==> config.mk <==
export PLATFORM = sky130hd
export DESIGN_NAME = panel_buttons
export DESIGN_NICKNAME = d
export VERILOG_FILES = /design/src/rtl/panel_buttons.sv
export SDC_FILE = /design/constraint.sdc
export NUM_CORES = 1
export LEC_CHECK = 0
export CORE_AREA = 2 2 227 229
export DETAILED_ROUTE_END_ITERATION = 10
export DIE_AREA = 0 0 229 231
export PLACE_DENSITY_LB_ADDON = 0.2
export SYNTH_ARGS = -nofsm -noshare
export SYNTH_HDL_FRONTEND = slang
export SYNTH_SLANG_ARGS = --single-unit
export TNS_END_PERCENT = 1
==> constraint.sdc <==
create_clock -name clk -period 4.05 [get_ports clk]
set_clock_uncertainty 0.15 [all_clocks]
set_input_delay 1.215 -clock clk [delete_from_list [all_inputs] [get_ports clk]]
set_output_delay 1.215 -clock clk [all_outputs]
set_load 0.05 [all_outputs]
==> src/rtl/panel_buttons.sv <==
// Front-panel pushbutton conditioner: per-button synchronizer, debounce FSM,
// and press / release / long-press event generation.
module panel_buttons #(
    parameter int N_BTN      = 4,
    parameter int DEB_CYC    = 1000000,
    parameter int LONG_CYC   = 100000000,
    parameter int ACTIVE_LOW = 1
) (
    input  logic             clk,
    input  logic             rst,
    input  logic [N_BTN-1:0] btn_raw,
    output logic [N_BTN-1:0] btn_level,
    output logic [N_BTN-1:0] btn_press,
    output logic [N_BTN-1:0] btn_release,
    output logic [N_BTN-1:0] btn_long,
    output logic [N_BTN-1:0] btn_held
);

    localparam int CW = $clog2(LONG_CYC + 1);
    localparam logic [CW-1:0] CNT_ONE  = CW'(1);
    localparam logic [CW-1:0] DEB_LAST = CW'(DEB_CYC - 1);
    // Long press counts from press acceptance, which is already DEB_CYC late.
    localparam logic [CW-1:0] HOLD_THR = CW'(LONG_CYC - DEB_CYC);
    localparam logic          RAW_REL  = (ACTIVE_LOW != 0) ? 1'b1 : 1'b0;

    typedef enum logic [2:0] {
        IDLE,
        PRESS_WAIT,
        PRESSED,
        LONG,
        RELEASE_WAIT
    } state_t;

    for (genvar i = 0; i < N_BTN; i++) begin : g_ch
        logic          sync1;
        logic          sync2;
        logic          pressed;
        state_t        state;
        logic [CW-1:0] deb_cnt;
        logic [CW-1:0] hold_cnt;
        logic [CW-1:0] hold_inc;
        logic          hold_hit;
        logic          level_q;
        logic          press_q;
        logic          release_q;
        logic          long_q;
        logic          held_q;

        assign pressed  = (ACTIVE_LOW != 0) ? ~sync2 : sync2;
        assign hold_inc = (hold_cnt < HOLD_THR) ? hold_cnt + 1'b1 : hold_cnt;
        // held_q doubles as "the interrupted state was LONG" inside RELEASE_WAIT.
        assign hold_hit = !held_q && (hold_inc == HOLD_THR);

        always_ff @(posedge clk) begin
            if (rst) begin
                sync1     <= RAW_REL;
                sync2     <= RAW_REL;
                state     <= IDLE;
                deb_cnt   <= '0;
                hold_cnt  <= '0;
                level_q   <= 1'b0;
                press_q   <= 1'b0;
                release_q <= 1'b0;
                long_q    <= 1'b0;
                held_q    <= 1'b0;
            end else begin
                sync1     <= btn_raw[i];
                sync2     <= sync1;
                press_q   <= 1'b0;
                release_q <= 1'b0;
                long_q    <= 1'b0;
                case (state)
                    IDLE: begin
                        if (pressed) begin
                            state   <= PRESS_WAIT;
                            deb_cnt <= CNT_ONE;
                        end
                    end
                    PRESS_WAIT: begin
                        if (!pressed) begin
                            state   <= IDLE;
                            deb_cnt <= '0;
                        end else if (deb_cnt == DEB_LAST) begin
                            state    <= PRESSED;
                            deb_cnt  <= '0;
                            hold_cnt <= '0;
                            level_q  <= 1'b1;
                            press_q  <= 1'b1;
                        end else begin
                            deb_cnt <= deb_cnt + 1'b1;
                        end
                    end
                    PRESSED, LONG: begin
                        hold_cnt <= hold_inc;
                        if (!pressed) begin
                            state   <= RELEASE_WAIT;
                            deb_cnt <= CNT_ONE;
                        end else if (hold_hit) begin
                            state <= LONG;
                        end
                        if (hold_hit) begin
                            long_q <= 1'b1;
                            held_q <= 1'b1;
                        end
                    end
                    RELEASE_WAIT: begin
                        if (pressed) begin
                            state    <= (held_q || hold_hit) ? LONG : PRESSED;
                            deb_cnt  <= '0;
                            hold_cnt <= hold_inc;
                            if (hold_hit) begin
                                long_q <= 1'b1;
                                held_q <= 1'b1;
                            end
                        end else if (deb_cnt == DEB_LAST) begin
                            state     <= IDLE;
                            deb_cnt   <= '0;
                            hold_cnt  <= '0;
                            level_q   <= 1'b0;
                            held_q    <= 1'b0;
                            release_q <= 1'b1;
                        end else begin
                            // Hold time keeps running through a bounce so long-press timing is unaffected.
                            deb_cnt  <= deb_cnt + 1'b1;
                            hold_cnt <= hold_inc;
                            if (hold_hit) begin
                                long_q <= 1'b1;
                                held_q <= 1'b1;
                            end
                        end
                    end
                    default: begin
                        state   <= IDLE;
                        deb_cnt <= '0;
                    end
                endcase
            end
        end

        assign btn_level[i]   = level_q;
        assign btn_press[i]   = press_q;
        assign btn_release[i] = release_q;
        assign btn_long[i]    = long_q;
        assign btn_held[i]    = held_q;
    end

endmodule

# After elaboration in Yosys (flattened, before gate mapping)
# Cells that the tools add are included.
# word_totals
register_bits	256
input_bits	6
output_inout_bits	20
word_cells	320
# classes
add_sub_neg	8
n_lt_le_gt_ge	4
n_eq_ne	60
mux	140
n_bitwise	12
n_reduce_logical	56
# ops
cell	n
27-bit two-way mux	40
27-bit case mux with 4 select lines	4
27-bit case mux with 3 select lines	4
27-bit by 1-bit adder with 27-bit output (second input constant)	8
27-bit by 20-bit equality test with 1-bit output (second input constant)	4
27-bit equality test (second input constant)	4
27-bit less-than comparator (second input constant)	4
3-bit two-way mux	28
1-bit two-way mux	48
2-bit != test (second input constant)	24
3-bit case mux with 4 select lines	4
3-bit != test (second input constant)	12
3-bit by 2-bit equality test with 1-bit output (second input constant)	8
1-bit case mux with 2 select lines	12
3-bit OR reduction	8
5-bit AND reduction	4
4-bit AND reduction	4
2-bit nonzero test	8
3-bit by 1-bit equality test with 1-bit output (second input constant)	4
3-bit equality test (second input constant)	4
3-bit logical NOT	4
1-bit inverter	12
3-bit AND reduction	4
3-bit nonzero test	4
5 further kinds	20

# Logic depth before layout (Yosys ltp)
# logic_depth
word_depth	8
depth_mapped	12
mapped_depth_nobuf	10

# Worst setup path before layout
# No wires, ideal clock.
# synth_path
path_type	register to register
startpoint	register g_ch[1].hold_cnt[0]
endpoint	register g_ch[1].state[0]
setup_ps	66
t_arrival_ps	3054
t_required_ps	3834
slack_ps	780
path_stages_with_launch	11
path_buffers	0
synth_period_minus_slack_ps	3270
path_cell_list	dfxtp_1 ha_1 nand3_1 nor4_4 nand2_2 or4_2 xnor2_1 nor4_1 nand3_2 nor4b_2 a2bb2oi_2
# synth_between
elab_chain_len	8
elab_cells_between_ends	11
cone_classes	add/sub (1); order compare (1); eq/ne (2); mux (4); reduce/logical (3)
# synth_lines
item	line_no	rtl
start: declaration	40	logic [CW-1:0] hold_cnt;
start signal: assignment	94	hold_cnt <= hold_inc;
start signal: assignment	110	hold_cnt <= hold_inc;
start signal: assignment	125	hold_cnt <= hold_inc;
27-bit by 1-bit adder with 27-bit output or 27-bit less-than comparator (tied branches)	50	assign hold_inc = (hold_cnt < HOLD_THR) ? hold_cnt + 1'b1 : hold_cnt;
27-bit two-way mux *	50	
27-bit equality test *	52	assign hold_hit = !held_q && (hold_inc == HOLD_THR);
1-bit logical AND *	52	
1-bit logical OR	108	state <= (held_q || hold_hit) ? LONG : PRESSED;
1-bit two-way mux	108	
3-bit two-way mux	107	if (pressed) begin
3-bit case mux with 4 select lines	72	case (state)
end signal: assignment	108	
end: declaration	38	state_t state;
# Every way passes the cells marked *; elsewhere a longest branch is shown, timed or not.
# A chain may end at the register's enable or synchronous reset.

# Worst setup path in the final report
# layout_path
startpoint	register g_ch[0].hold_cnt[0]
endpoint	register g_ch[0].held_q
# layout_between
elab_chain_len	8
elab_cells_between_ends	9
cone_classes	add/sub (1); order compare (1); eq/ne (1); mux (5); reduce/logical (1)
# layout_lines
item	line_no	rtl
start: declaration	40	
start signal: assignment	94	
start signal: assignment	110	
start signal: assignment	125	
27-bit by 1-bit adder with 27-bit output or 27-bit less-than comparator (tied branches)	50	
27-bit two-way mux *	50	
27-bit equality test *	52	
1-bit logical AND *	52	
1-bit two-way mux *	-	
1-bit two-way mux (2 in series)	-	
1-bit case mux with 2 select lines *	-	
end signal: assignment	65	held_q <= 1'b0;
end signal: assignment	103	held_q <= 1'b1;
end signal: assignment	113	held_q <= 1'b1;
end: declaration	47	logic held_q;
# Marks and branches as above.

==> flow_summary.yaml <==
status:
  outcome: "complete, no violations"
floorplanning:
  rows: 83
  start_util: 0.2954
  ioPinCount: 26
  die_w_um: 229
  fp.dieH_um: 231
  die_area_um2: 52900
  core_um2: 50680
min_path:
  holdPathEnd: "g_ch[1].sync2"
  hold_class: "reg2reg"
  whs_path_depth: 1
  holdCritStartpoint: "g_ch[1].sync1"
detailed_routing:
  ant_nets: 0
  via_count: 14090
  routed_wl_mm: 40.06
  route.detailed.drc: 0
  vias_per_cell: 5.344
  wl_per_cell_um: 15.19
  drt_first_iter_violations: 1008
  first_pass_iters: 7
cells_and_area:
  instances_no_fill: 2637
  layout_commonest_cell: "nor2_1"
  fin_nets: 1945
  areaGrowthSynthToFinish_pct: 12.99
  antennaDiodeCount: 0
  layout_common_cells: "nor2_1 (284), dfxtp_1 (256), nand2_1 (167)"
  post-route-util: 0.3338
  fillers: 5421
  seq_area_um2: 5125
  multi_input_area_um2: 9075
  post_route_cells_drive_above_1_share: 0.07358
sta:
  drv_slew: 0
  min_period_over_period: 0.8972
  setup_tns_ps: 0
  worst-slew-pin-transition_ps: 1129
  relSlewSlack: 0.2439
  hold_viol: 0
  rsz0062_at_grt: "false"
  period_needed_ps: 3634
  setup_ws_ps: 416.5
  setup_viol: 0
  fmax_ghz: 0.2752
  hold_slack_ps: 257.9
global_route:
  grt_use_total: 0.1488
  grt.overflow.total: 0
  grt_pass1_wl_mm: 67.33
  antenna_found_initial: 0
  grt_max_degree: 57
  grt_pass1_vias: 13270
place:
  post-place-cells: 2575
  gp_congestion: 0.8580
  place_hpwl_mm: 27.27
  pre_cts_slack_ps: 459.7
  io_buffers: 25
logic_synthesis:
  ys_ff_latch: 256
  ys.flop_type: "dfxtp_1"
  synth_edf_count: 0
  synth_cell_types: 88
  synth_cells: 1986
  synth_nets: 2000
  ys_warn_count: 0
  syn_avg_cell_area_um2: 7.539
  synth_area_um2: 14970
  yosysSeqAreaShare: 0.3423
  async_flop_share: 0
setup_path:
  r2r_slack_ps: 420
  required_ps: 4360
  endpoint_kind: "flip-flop"
  worst_r2r_path_depth: 10
  crit_path_max_fanout: 9
  r2r_start: "g_ch[0].hold_cnt[0]"
  arrival_ps: 3940
  cp-start-kind: "flip-flop"
  r2r_end: "g_ch[0].held_q"
  worstSetupPathType: "reg2reg"
clocking:
  tritoncts: "yes"
  post_cts_buffers: 0
  cts_inserted_buffers: 34
  clk_pin_slew_ps: 60
  cts_root_buffer: "clkbuf_16"
  cts_resized: 0
  h-tree-depth: 2
  cts.hold.buffers_added: 0
  clkSinkCount: 256
  clock_path_buffers: 3
  clk_latency_ps: 550
job:
  maxCapViolCount: 0
power_and_ir_drop:
  p_leak_nw: 5.250
  power_density_nw_per_um2: 356.7
  vdd_ir_drop_max_v: 0.0002175
[stage by stage]
stage	cell area, µm²	power, mW
after CTS	16920	6.163
after floorplan	14970	2.782
after global placement	15700	2.850
after detailed placement	15700	2.851
final	16920	6.034
after global routing	16920	6.275
[synth_stat cells, drive strengths merged, types with 28 or more instances]
cell | count | area, µm²
xor2 | 71 | 621.9
buf | 38 | 239.0
and3 | 28 | 176.4
inv | 32 | 120.1
nand3 | 97 | 508.0
nor3 | 68 | 345.3
clkbuf | 111 | 420.4
nor4 | 54 | 392.9
nand4 | 63 | 400.4
o21ai | 112 | 560.5
nor2 | 284 | 1066
or3 | 28 | 176.4
dfxtp | 256 | 5125
a311oi | 34 | 297.8
a21oi | 154 | 770.7
xnor2 | 51 | 446.7
nand2 | 168 | 633.1
a31oi | 42 | 262.8
[cell type report]
class	instances	share of cell area
tap	680	0.05030
clock buffer	44	0.05791
inverter	32	0.007101
sequential	256	0.3030
timing repair buffer	58	0.03099
clock inverter	18	0.01428
multi-input combinational	1549	0.5365
[kinds of logic (layout without fill, tap and decap cells)]
kind of cell               Yosys count  count (layout)  synth area share
buffers and inverters              181             152           0.05206
adders and majority gates            8               8          0.006686
xor gates and xnor gates           122             122           0.07137
AOI/OAI and AO/OA                  478             478            0.1996
and+or+nand+nor                    934             934            0.3228
DFF                                256             256            0.3423
muxes                                7               7          0.005181
[per-layer routing]
| layer | up-vias | share of wire | GRT usage |
|---|---|---|---|
| met5 | - | 0 | 0 |
| met4 | 0 | 0.020 | 0.04931 |
| met3 | 56 | 0.042 | 0.02396 |
| met2 | 261 | 0.45 | 0.2391 |
| met1 | 6651 | 0.49 | 0.2026 |
| li1 | 7125 | - | - |
[power breakdown]
group / internal [mW] / switching, mW / leakage, nW / total, mW
Sequential: 2.53 / 0.0285 / 2.06 / 2.56
Clock: 2.03 / 1.21 / 0.612 / 3.24
Combinational: 0.0762 / 0.154 / 2.57 / 0.230
[registers in the layout, indices dropped and copies added (netlist names)]
register,flops
g_ch.deb_cnt,108
g_ch.sync1,4
g_ch.release_q,4
g_ch.long_q,4
g_ch.held_q,4
g_ch.state,12
g_ch.sync2,4
g_ch.press_q,4
g_ch.hold_cnt,108
g_ch.level_q,4
[worst max path at each step]
stage / from / to / cells past startpoint
5_1_grt: g_ch[3].hold_cnt[10] / g_ch[3].held_q / 9
6_report: g_ch[0].hold_cnt[0] / g_ch[0].held_q / 10
2_1_floorplan: g_ch[1].hold_cnt[0] / g_ch[1].state[0] / 10
3_3_place_gp: g_ch[3].hold_cnt[21] / g_ch[3].held_q / 9
4_1_cts: g_ch[3].hold_cnt[21] / g_ch[3].held_q / 9
3_5_place_dp: g_ch[3].hold_cnt[21] / g_ch[3].held_q / 9
[critical path, cell delays in order, from the launching register on]
cell and delay (ps):
dfxtp_1 470, ha_1 290, nand3_1 230, nor3_1 350, nand2_1 140, nor4_1 390
mux2_2 380, or4_1 510, nor4_2 410, a21oi_1 110, nor3_1 130
No activity file was read; power rests on OpenSTA's default activity.
